[src/rtl/div_pkg.sv]
// Shared constants for the sequential signed divider.
package div_pkg;

   localparam int DIV_WIDTH = 32;

   localparam logic [31:0] INT_MIN = 32'h8000_0000;

   // FSM encoding
   localparam logic [1:0] IDLE = 2'd0;
   localparam logic [1:0] RUN  = 2'd1;
   localparam logic [1:0] DONE = 2'd2;

endpackage

[src/rtl/div_step.sv]
// One restoring-division step: shift in a dividend bit, trial-subtract the
// divisor, keep the difference if it is non-negative.
module div_step
   import div_pkg::*;
#(
   parameter int WIDTH = DIV_WIDTH
) (
   input  logic [WIDTH:0]   rem,
   input  logic             din,
   input  logic [WIDTH-1:0] divisor,
   output logic [WIDTH:0]   rem_next,
   output logic             qbit
);

   logic [WIDTH+1:0] shifted;
   logic [WIDTH+1:0] diff;

   // The extra top bit keeps the trial subtract exact even for |B| = 2^31.
   always_comb begin
      shifted  = {rem, din};
      diff     = shifted - {2'b00, divisor};
      qbit     = ~diff[WIDTH+1];
      rem_next = qbit ? diff[WIDTH:0] : shifted[WIDTH:0];
   end

endmodule

[src/rtl/div32_seq.sv]
// Sequential signed divider: one restoring step per clock, quotient truncated
// toward zero, divide-by-zero and INT_MIN/-1 reported as exceptions.
//
// state | meaning
// IDLE  | waiting for ctrl_DIV
// RUN   | performing the 32 restoring steps
// DONE  | registering the result and pulsing data_resultRDY
module div32_seq
   import div_pkg::*;
#(
   parameter int WIDTH = DIV_WIDTH
) (
   input  logic             clock,
   input  logic             reset,
   input  logic             ctrl_DIV,
   input  logic [WIDTH-1:0] data_operandA,
   input  logic [WIDTH-1:0] data_operandB,
   output logic [WIDTH-1:0] data_result,
   output logic             data_exception,
   output logic             data_resultRDY,
   output logic             busy
);

   localparam logic [WIDTH-1:0] ONE      = {{(WIDTH-1){1'b0}}, 1'b1};
   localparam logic [5:0]       LAST_STEP = 6'(WIDTH - 1);

   logic [1:0]       state;
   logic [5:0]       step_cnt;
   logic [WIDTH:0]   rem;
   logic [WIDTH-1:0] dq;
   logic [WIDTH-1:0] divisor;
   logic             q_neg;
   logic             exc_pend;
   logic [WIDTH-1:0] exc_val;

   logic [WIDTH-1:0] abs_a;
   logic [WIDTH-1:0] abs_b;
   logic             start_zero;
   logic             start_ovf;
   logic             start_exc;
   logic [WIDTH:0]   rem_next;
   logic             qbit;
   logic [WIDTH-1:0] q_final;

   // Operand magnitudes, exception detection and final sign correction.
   always_comb begin
      abs_a      = data_operandA[WIDTH-1] ? (~data_operandA + ONE) : data_operandA;
      abs_b      = data_operandB[WIDTH-1] ? (~data_operandB + ONE) : data_operandB;
      start_zero = (data_operandB == '0);
      start_ovf  = (data_operandA == INT_MIN) && (data_operandB == '1);
      start_exc  = start_zero || start_ovf;
      if (exc_pend) begin
         q_final = exc_val;
      end else if (q_neg) begin
         q_final = ~dq + ONE;
      end else begin
         q_final = dq;
      end
   end

   div_step #(.WIDTH(WIDTH)) u_step (
      .rem      (rem),
      .din      (dq[WIDTH-1]),
      .divisor  (divisor),
      .rem_next (rem_next),
      .qbit     (qbit)
   );

   // FSM, step counter, dividend/quotient shift register and output registers.
   always_ff @(posedge clock) begin
      if (reset) begin
         state          <= IDLE;
         step_cnt       <= '0;
         rem            <= '0;
         dq             <= '0;
         divisor        <= '0;
         q_neg          <= 1'b0;
         exc_pend       <= 1'b0;
         exc_val        <= '0;
         data_result    <= '0;
         data_exception <= 1'b0;
         data_resultRDY <= 1'b0;
         busy           <= 1'b0;
      end else begin
         data_resultRDY <= 1'b0;

         // The finishing result is delivered even if a new start arrives now.
         if (state == DONE) begin
            data_result    <= q_final;
            data_exception <= exc_pend;
            data_resultRDY <= 1'b1;
         end

         if (ctrl_DIV) begin
            dq       <= abs_a;
            divisor  <= abs_b;
            q_neg    <= data_operandA[WIDTH-1] ^ data_operandB[WIDTH-1];
            rem      <= '0;
            step_cnt <= '0;
            exc_pend <= start_exc;
            exc_val  <= start_zero ? '0 : INT_MIN;
            state    <= start_exc ? DONE : RUN;
            busy     <= ~start_exc;
         end else begin
            case (state)
               IDLE: ;
               RUN: begin
                  rem      <= rem_next;
                  dq       <= {dq[WIDTH-2:0], qbit};
                  step_cnt <= step_cnt + 6'd1;
                  if (step_cnt == LAST_STEP) begin
                     state <= DONE;
                  end
               end
               DONE: begin
                  state <= IDLE;
                  busy  <= 1'b0;
               end
               default: begin
                  state <= IDLE;
                  busy  <= 1'b0;
               end
            endcase
         end
      end
   end

endmodule

[config.mk]
export PLATFORM = sky130hd
export DESIGN_NAME = div32_seq
export DESIGN_NICKNAME = d
export VERILOG_FILES = /design/src/rtl/div_pkg.sv /design/src/rtl/div_step.sv /design/src/rtl/div32_seq.sv
export SDC_FILE = /design/constraint.sdc
export NUM_CORES = 1
export LEC_CHECK = 0
export ABC_AREA = 1
export BUFFER_PORTS_ARGS = -buffer_cell sky130_fd_sc_hd__buf_2
export CAP_MARGIN = 40
export CORE_ASPECT_RATIO = 2
export CORE_UTILIZATION = 40
export DETAILED_ROUTE_END_ITERATION = 8
export HOLD_SLACK_MARGIN = 0.1
export PLACE_DENSITY_LB_ADDON = 0.12
export RECOVER_POWER = 100
export SETUP_SLACK_MARGIN = 0.1
export SLEW_MARGIN = 20
export SYNTH_ARGS = -nofsm -noshare
export SYNTH_HDL_FRONTEND = slang
export SYNTH_HIERARCHICAL = 1
export SYNTH_SLANG_ARGS = --single-unit
[constraint.sdc]
create_clock -name clock -period 2.5 [get_ports clock]
set_input_delay 0.375 -clock clock [delete_from_list [all_inputs] [get_ports clock]]
set_output_delay 0.375 -clock clock [all_outputs]
set_load 0.02 [all_outputs]
; Yosys cells after proc, flatten, opt, wreduce, memory -nomap -nowiden
; Index checks and enable logic that the tools add are counted.
[totals]
register_bits = 174
inputBits = 67
out_inout_bits = 35
wordCells = 54
[classes]
n_addsub = 5
n_eq_ne = 8
muxes = 15
bitwise_logic = 6
n_reduce_logical = 8
[ops]
columns = cell, count
row1 = 32-bit 2-to-1 mux, 7
row2 = 32-bit by 1-bit adder with 32-bit output (second input constant), 3
row3 = 32-bit inverter, 3
row4 = 32-bit == test (second input constant), 2
row5 = 34-bit by 32-bit subtractor with 34-bit output, 1
row6 = 33-bit 2-to-1 mux, 1
row7 = 32-bit zero test, 1
row8 = 6-bit by 1-bit adder with 6-bit output (second input constant), 1
row9 = 6-bit by 5-bit == test with 1-bit output (second input constant), 1
row10 = 2-bit 2-to-1 mux, 3
row11 = 2-bit one-hot mux with 2 select lines, 1
row12 = 2-bit OR reduction, 2
row13 = 1-bit 2-to-1 mux, 3
row14 = 3-bit inequality test (second input constant), 1
row15 = 2-bit by 1-bit == test with 1-bit output (second input constant), 1
row16 = 2-bit == test (second input constant), 1
row17 = 2-bit zero test, 1
row18 = 2-bit by 1-bit inequality test with 1-bit output (second input constant), 1
row19 = 2-bit inequality test (second input constant), 1
row20 = 1-bit inverter, 2
row21 = 2-bit AND reduction, 1
row22 = 2-bit nonzero test, 1
row23 = 1-bit logical AND, 1
row24 = 1-bit logical OR, 1
row25 = 1-bit bitwise XOR, 1

; Depth between registers and ports, before layout
; Gate-level depths: netlist of the first run.
[depth]
ltp_word = 5
ltp_mapped = 18
depth_no_buf = 18

; Cells and area by module
; The synthesis of the first run kept the hierarchy.
[modules_own_cells]
columns = module, n_inst, cells_each, area_each_um2, seq_area_each_um2
row1 = div32_seq, 1, 1255, 7975.1, 2862.7
row2 = div_step, 1, 721, 3444.6, 0.0

; Worst setup path before layout of the first run
; No wires, ideal clock.
[synth_path]
kind = register to register
start = register dq[31]
end = register rem[28]
setup_time_ns = 0.070
arrival_time_ns = 1.962
t_required_ns = 2.430
path_slack_ns = 0.468
stages_incl_launch_ff = 18
path_buffers = 0
synth_period_minus_slack_ns = 2.032
cell_sequence = dfxtp_1 -> inv_1 -> ha_1 -> fa_1 -> inv_1 -> nand2_1 -> nand2_1 -> and2_1 -> nand2_1 -> nand2_1 -> nand2_1 -> nand2_1 -> nand2_1 -> nand2_1 -> nand3_1 -> nand2_1 -> nand2_1 -> a21oi_1
[synth_via]
elab_chain_cells = 2
[synth_rtl]
columns = element, line
row1 = "start, declared", div32_seq.sv:30  ; logic [WIDTH-1:0] dq;
row2 = "start signal, assigned", div32_seq.sv:95  ; dq <= abs_a;
row3 = "start signal, assigned", div32_seq.sv:109  ; dq <= {dq[WIDTH-2:0], qbit};
row4 = 34-bit by 32-bit subtractor with 34-bit output, div_step.sv:21  ; diff = shifted - {2'b00, divisor};
row5 = 33-bit 2-to-1 mux, div_step.sv:23  ; rem_next = qbit ? diff[WIDTH:0] : shifted[WIDTH:0];
row6 = via rem_next[28], div32_seq.sv:41  ; logic [WIDTH:0] rem_next;
row7 = "end signal, assigned", div32_seq.sv:108  ; rem <= rem_next;
row8 = "end, declared", div32_seq.sv:29  ; logic [WIDTH:0] rem;
; The timed path passes the listed nets, and every way through them passes these cells.
; A chain may end at the register's enable or synchronous reset.

; Worst setup path in the final report of the first run
[layout_path]
start = register divisor[25]
end = register rem[32]
[layout_via]
elab_chain_cells = 2
[layout_rtl]
columns = element, line
row1 = "start, declared", div32_seq.sv:31  ; logic [WIDTH-1:0] divisor;
row2 = "start signal, assigned", div32_seq.sv:96  ; divisor <= abs_b;
row3 = 34-bit by 32-bit subtractor with 34-bit output, div_step.sv:21
row4 = 33-bit 2-to-1 mux, div_step.sv:23
row5 = via rem_next[32], div32_seq.sv:41
; The timed path passes the listed nets, and every way through them passes these cells.

==> metrics.txt, run 1 <==
final period demand of the worst path 2.34 ns; routed metal-1 wire length 14800 um; detailed placer's ending HPWL 38100 um; hold buffer count at CTS 0; GRT Util Overall 34.2%; flops & latches, synth 143; max-cap check violation count 0; remaining routing DRC violations 0; Filler Cells Inserted 3110; global route total overflow 0; type of the worst min-delay path in2reg; CTS sink cnt 143; area post-placement 12500 um^2; Max Buffers Root-to-Sink 2; proportion of register bits with asynchronous set or reset after synthesis 0%; 1st-iter DRT viols 706; Achievable Freq 0.428 GHz; largest net degree at the start of global routing 43; Worst Setup Slack post-DPL -0.0106 ns; net count after synthesis 2081; final antenna-violating net count 0; worst setup skew after layout 0.0133 ns; Netlist Area Pre-Place 11400 um^2; Critical Path RT 2.90 ns; wire length of the first global-routing pass 72600 um; die boundary width 121 um; reported leakage power 6.58 nW; floorplan die area 29300 um^2; sum of met2 wire segment lengths after detailed routing 26500 um; Std-Cell Rows 87; number of vias per cell 5.45; average instance area after synthesis 5.78 um^2; top routing layer in use met5; Num CTS Buffers 17; utilization of the core after routing 49.1%; initial cell density of the core 40.7%; count of mapped cells out of synthesis 1976; Synthesis Warnings 6; routed len/inst 20.0 um; total power divided by cell area 572 nW/um^2; top-level I/O count 102; final critical-path share of the clock period 93.6%; detailed-routed wire length on met3 2090 um; EDFF count, synth 0; final design instance area without fill 13800 um^2; total number of H-tree levels 4; share of cells above drive strength 1 14.5%; Final Setup Violations 0; initial antenna violation count 6; endpoint kind of the worst setup timing path flip-flop; placer congestion estimate 1.05; final hold vios 0; signal arrival time at the worst endpoint 2.73 ns; first-pass iteration count of the detailed router 5; largest fanout on the critical path 6; clock tree root driver cell clkbuf_16; crit path launch type flip-flop; CTS tree yes; Synth-to-Final Area Change 20.8%; worst slew slack as a fraction of its limit 6.91%; overall power after layout 7.89 mW; Setup CP Type reg2reg; leading register cell type out of synthesis dfxtp_1; tightest hold margin 0.223 ns; highest-count cells in the layout ignoring fill and taps nand2_1 (568), inv_1 (287), nand3_1 (215), nor2_1 (209), dfxtp_1 (121); most common cell after layout, fill and taps aside nand2_1; portion of the post-synthesis area used by sequential elements 25.1%; worst setup slack after layout 0.161 ns; total of buffers placed on input and output ports 101; total wire length after detailed routing 49500 um; Via Count 13463; y dimension of the die 241 um; vias in the first global route 13261; Peak VDD IR 0.000534 V; clock latency reported for the late side of the worst-skew pair 0.46 ns; result of the run completed; Slew @ Worst Pin 1.40 ns; count of distinct cell types in the synthesized netlist 48; core footprint 28100 um^2; number of max-slew violations in the final report 0; RSZ-0062 raised after global routing true; clock transition time at the flip-flop clock pins of the worst setup and hold paths 0.07 ns; NumNets Final 2202
[through the flow]
step                      std cells  setup TNS (ns)
after floorplan                1976               0
after global placement         2416               0
after detailed placement       2416         -0.0166
after CTS                      2450               0
after global routing           2466               0
final                          2470               0
[power by group]
part	internal, mW	switching, mW	leakage [nW]
logic	0.981	1.81	5.11
clock network	1.35	1.23	0.285
registers	2.40	0.116	1.18
total	4.73	3.16	6.58
[registers in the layout, summed over array words and instances, names as in the netlist]
signal / flops
busy: 1
dq: 32
rem: 33
data_result: 32
data_resultRDY: 1
exc_pend: 1
exc_val: 1
q_neg: 1
divisor: 32
step_cnt: 6
state: 2
data_exception: 1
[area by class of cell]
type                            count  area, um^2  area share [%]
Antenna cell                        4        10.0          0.0725
Clock buffer                       18         439            3.18
Clock inverter                     14         149            1.08
Inverter                          296        1110            8.05
Multi-Input combinational cell   1469        7640            55.4
Sequential cell                   143        2890            21.0
Tap cell                          356         445            3.23
Timing Repair Buffer              170        1110            8.03
[worst paths after layout]
check,from,endpoint,slack [ns],cells after the start
worst max-delay path,divisor[25],rem[32],0.16,13
worst min-delay path,data_operandB[9],divisor[9],0.22,3
worst max register to register,divisor[25],rem[32],0.16,13
worst min register to register,divisor[22],divisor[22],0.45,2
[routing by layer]
metal  GRT usage (%)  vias to the layer above
li1                -                     6572
met1            28.1                     6148
met2            65.3                      491
met3            5.51                      248
met4            34.9                        4
met5               0                        -
[repair_timing]
| item | CTS | global route |
|---|---|---|
| gates resized for setup | 31 | 96 |
| setup endpoints to repair | 33 | 34 |
| gates cloned | 1 | 5 |
| endpoints found under the hold margin | 0 | 0 |
| setup buffers | 1 | 11 |
| pin swaps | 4 | 16 |
[critical path, cell delays in order (launching register included)]
cell and delay [ns]:
dfxtp_1 0.33, inv_1 0.08, ha_4 0.31, nand2_1 0.13, nor2_2 0.14, nand2_2 0.10, nor3_4 0.25, nand2_8 0.11
nand3_4 0.20, clkbuf_2 0.27, nand3_1 0.10, nand2_1 0.09, nor2_1 0.05, nor2_1 0.12
[logic make-up after synthesis]
logic type,share of synthesized area [%]
XOR/XNOR,1.53
adder cells (fa/ha/maj),4.23
flip-flops,25.1
AO/OA/AOI/OAI,12.8
AND/OR/NAND/NOR,43.4
buffers and inverters,13.0
[synthesized netlist by cell type, drive strengths merged (2+ instances only)]
cell type,n,area [um^2]
nand3b,3,22.5
or2,6,37.5
ha,37,463
o22ai,30,188
a32o,6,60.1
and2,12,75.1
nand3,225,1180
dfxtp,143,2860
a21oi,92,460
buf,38,243
nand4,32,200
o211ai,5,37.5
inv,295,1110
xnor2,2,17.5
nand2,608,2330
nor3,32,175
xor2,18,158
o21bai,2,15.0
clkbuf,30,123
o31ai,3,22.5
nor2,227,910
a31oi,4,25.0
o21ai,113,596
a21boi,4,30.0
Power figures use the tool's default switching activity.
==> inputs of run 2 (changes only) <==
--- a/config.mk
+++ b/config.mk
@@ -8,7 +8,7 @@
 export ABC_AREA = 1
 export BUFFER_PORTS_ARGS = -buffer_cell sky130_fd_sc_hd__buf_2
 export CAP_MARGIN = 40
-export CORE_ASPECT_RATIO = 2
+export CORE_ASPECT_RATIO = 1.25
 export CORE_UTILIZATION = 40
 export DETAILED_ROUTE_END_ITERATION = 8
 export HOLD_SLACK_MARGIN = 0.1
@@ -18,5 +18,4 @@
 export SLEW_MARGIN = 20
 export SYNTH_ARGS = -nofsm -noshare
 export SYNTH_HDL_FRONTEND = slang
-export SYNTH_HIERARCHICAL = 1
 export SYNTH_SLANG_ARGS = --single-unit
==> run 2 against run 1 <==
Via count shrank 11%. Area after synthesis shrank 4.3%. Global-route usage shrank 6.3 points. Combinational power shrank 46%. Cell count shrank 6.8%. Total power shrank 17%. Clock-buffer cell count grew 2. Sequential cell count is the same. Sequential power shrank 3%. Critical path type unchanged. Highest routed layer is now met4.
==> metrics.txt, run 2 <==
result of the run completed; routed len/inst 16.7 um (-17%); synth cell count leaders nand2_1 (486), inv_1 (311), nand3_1 (185); Critical path buffers and inverters 2 (unchanged); remaining routing DRC violations 0 (unchanged); final antenna-violating net count 0 (unchanged); CP most frequent cell nand2_1; Worst Setup Slack post-DPL -0.00131 ns (+0.00926 ns); RSZ-0062 raised after global routing true; CTS tree yes; reported leakage power 5.98 nW (-9.1%); NumNets Final 2048 (-7.0%); share of cells above drive strength 1 11.2% (-3.3 points); 1st-iter DRT viols 665 (-5.8%); floorplan die area 28000 um^2 (-4.4%); max-cap check violation count 0 (unchanged); y dimension of the die 187 um (-22%); Internal Dissipation 4.45 mW (-6.0%); first-pass iteration count of the detailed router 7 (+2); most flop-heavy register rem; Setup CP Type reg2reg; final critical-path share of the clock period 92.4% (-1.2 points); overall power after layout 6.59 mW (-17%); area fraction of the dominant cell type after synthesis 26.2% (+1.1 points); initial cell density of the core 40.7% (+0.056 points); Synthesis Warnings 0 (-6); net count after synthesis 1943 (-6.6%); cell type with the highest aggregate area in the netlist dfxtp_1; worst slew slack as a fraction of its limit 35.0% (+28 points); Netlist Area Pre-Place 10900 um^2 (-4.3%); placer congestion estimate 0.955 (-9.1%); tightest hold margin 0.225 ns (+0.00157 ns); multi-input gate area in the final layout 6840 um^2 (-10%); number of vias per cell 5.24 (-3.9%); highest-count cells in the layout ignoring fill and taps nand2_1 (477), inv_1 (311), nand3_1 (185), nor2_1 (151), dfxtp_1 (141); EDFF count, synth 0 (unchanged); global route total overflow 0 (unchanged); leading register cell type out of synthesis dfxtp_1; final period demand of the worst path 2.31 ns (-0.0297 ns); Filler Cells Inserted 2967 (-4.6%); average instance area after synthesis 5.94 um^2 (+2.8%); Via Count 12048 (-11%); Final Setup Violations 0 (unchanged); combinational power share 23.1% (-12 points); utilization of the core after routing 47.6% (-1.5 points); final hold vios 0 (unchanged); number of max-slew violations in the final report 0 (unchanged); total of buffers placed on input and output ports 101 (unchanged); share of total power in sequential cells 36.9% (+5.0 points); most frequent cell after synthesis nand2_1; total wire length after detailed routing 38300 um (-23%); initial antenna violation count 1 (-5); proportion of register bits with asynchronous set or reset after synthesis 0% (unchanged); top cells by area, synth dfxtp_1 (26%), nand2_1 (17%), inv_1 (11%); largest stage delay on the critical path 0.38 ns (+0.05 ns); clock transition time at the flip-flop clock pins of the worst setup and hold paths 0.06 ns (about the same); top-level I/O count 102 (unchanged); total power divided by cell area 516 nW/um^2 (-9.8%); most common cell after layout, fill and taps aside nand2_1; endpoint kind of the worst setup timing path flip-flop; family with the most delay on the worst path simple AND/OR/NAND/NOR gates; crit path launch type flip-flop; portion of the post-synthesis area used by sequential elements 26.2% (+1.1 points); signal arrival time at the worst endpoint 2.68 ns (-0.05 ns); detailed placer's ending HPWL 29900 um (-21%); sequence of cells on the critical path inv_1 > ha_2 > nand2_1 > nor2_4 > nand2_1 > nor2_1 > nor2_4 > nand2_4 > nand2_1 > buf_4 > nand3_1 > nand3_1 > a21oi_1; Reg area 2870 um^2 (-0.95%); Worst path slowest cell ha_2; flops & latches, synth 143 (unchanged); Num CTS Buffers 17 (unchanged); Max Buffers Root-to-Sink 2 (unchanged); Achievable Freq 0.433 GHz (+1.3%); worst setup slack after layout 0.191 ns (+0.0297 ns); wire length of the first global-routing pass 60100 um (-17%); Synth-to-Final Area Change 16.9%; Switching Power 2.14 mW (-32%); switching fraction of total power 32.5% (-7.5 points); Peak VDD IR 0.000441 V (-17%); Std-Cell Rows 67 (-23%); vias in the first global route 11515 (-13%); clock latency reported for the late side of the worst-skew pair 0.44 ns (-0.02 ns); CTS sink cnt 143 (unchanged); total number of H-tree levels 4 (unchanged); flip-flop count of the largest register after layout 33 (unchanged); count of distinct cell types in the synthesized netlist 50 (+4.2%); worst setup skew after layout 0.00759 ns (-0.00569 ns); die boundary width 150 um (+23%); largest net degree at the start of global routing 63 (+47%); Critical Path RT 2.87 ns (-0.03 ns); largest fanout on the critical path 5 (-1); Slew @ Worst Pin 0.976 ns (-0.421 ns); count of mapped cells out of synthesis 1838 (-7.0%); GRT Util Overall 27.8% (-6.3 points); core footprint 26800 um^2 (-4.5%); type of the worst min-delay path in2reg; fraction of power consumed by the clock network 39.9% (+7.1 points); clock tree root driver cell clkbuf_16
[run 2: cell types whose count changed after synthesis, sizes merged, moves of 16 or more]
| cell | before | now |
|---|---|---|
| o21ai | 113 | 96 |
| nand2 | 608 | 496 |
| nor2 | 227 | 162 |
| buf | 38 | 19 |
| nand3 | 225 | 197 |
| clkbuf | 30 | 46 |
| inv | 295 | 315 |
| a21oi | 92 | 117 |
[run 2: worst paths after layout]
| check | start | slack, ns | end | cells past startpoint |
|---|---|---|---|---|
| worst min-delay path | data_operandA[26] | 0.22 | dq[26] | 3 |
| worst max register to register | divisor[25] | 0.19 | rem[10] | 13 |
| worst max-delay path | divisor[25] | 0.19 | rem[10] | 13 |
| worst min register to register | divisor[27] | 0.46 | divisor[27] | 2 |
[run 2: power groups by stage]
| stage | Combinational (mW) | Sequential [mW] | Clock (mW) |
|---|---|---|---|
| finish | 1.52 | 2.43 | 2.63 |
| floorplan | 0.948 | 2.48 | 0 |
| detailed placement | 1.45 | 2.48 | 0 |
| global placement | 1.45 | 2.48 | 0 |
| global route | 1.69 | 2.44 | 2.78 |
| CTS | 1.46 | 2.43 | 2.68 |
[run 2: kinds of logic after synthesis]
| logic type | synth area share, % |
|---|---|
| simple gates | 38.4 |
| xor+xnor | 1.68 |
| flops | 26.2 |
| compound gates | 15.8 |
| buf+inv | 13.5 |
| fa+ha+maj | 4.42 |
[run 2: routing by layer]
| layer | global-route usage, % | vias to the layer above | wire length, um |
|---|---|---|---|
| li1 | - | 6149 | - |
| met1 | 31.0 | 5480 | 15400 |
| met2 | 50.5 | 318 | 19600 |
| met3 | 3.35 | 101 | 1450 |
| met4 | 15.2 | 0 | 1880 |
| met5 | 0 | - | 0 |
[run 2: tightest hold or removal path: cells and delay by family]
kind	cells	cell delay (ns)
buf+inv	1	0.12
compound gates	1	0.09
simple gates	1	0.05
[run 2: repair_timing]
| item | CTS | global route |
|---|---|---|
| resized for setup | 6 | 64 |
| pin swaps | 0 | 5 |
| endpoints found under the setup margin | 14 | 38 |
| endpoints found under the hold margin | 0 | 0 |
| buffers inserted | 0 | 4 |
| hold buffers | 0 | 0 |
[run 2: stage by stage]
stage | instance area, um^2 | setup TNS, ns | instances
2_1_floorplan | 10900 | 0 | 1838
3_3_place_gp | 12000 | -0.0356 | 2265
3_5_place_dp | 12000 | -0.00131 | 2265
4_1_cts | 12600 | 0 | 2296
5_1_grt | 12800 | 0 | 2301
6_report | 12800 | 0 | 2301
[run 2: area by class of cell]
type	instances	share of cell area, %
multi-input cells	1315	53.6
flip-flops and latches	143	22.4
inverters	315	9.26
repair buffers	151	6.71
clock buffers	20	3.50
well taps	345	3.38
clock inverters	11	1.11
diodes	1	0.0196
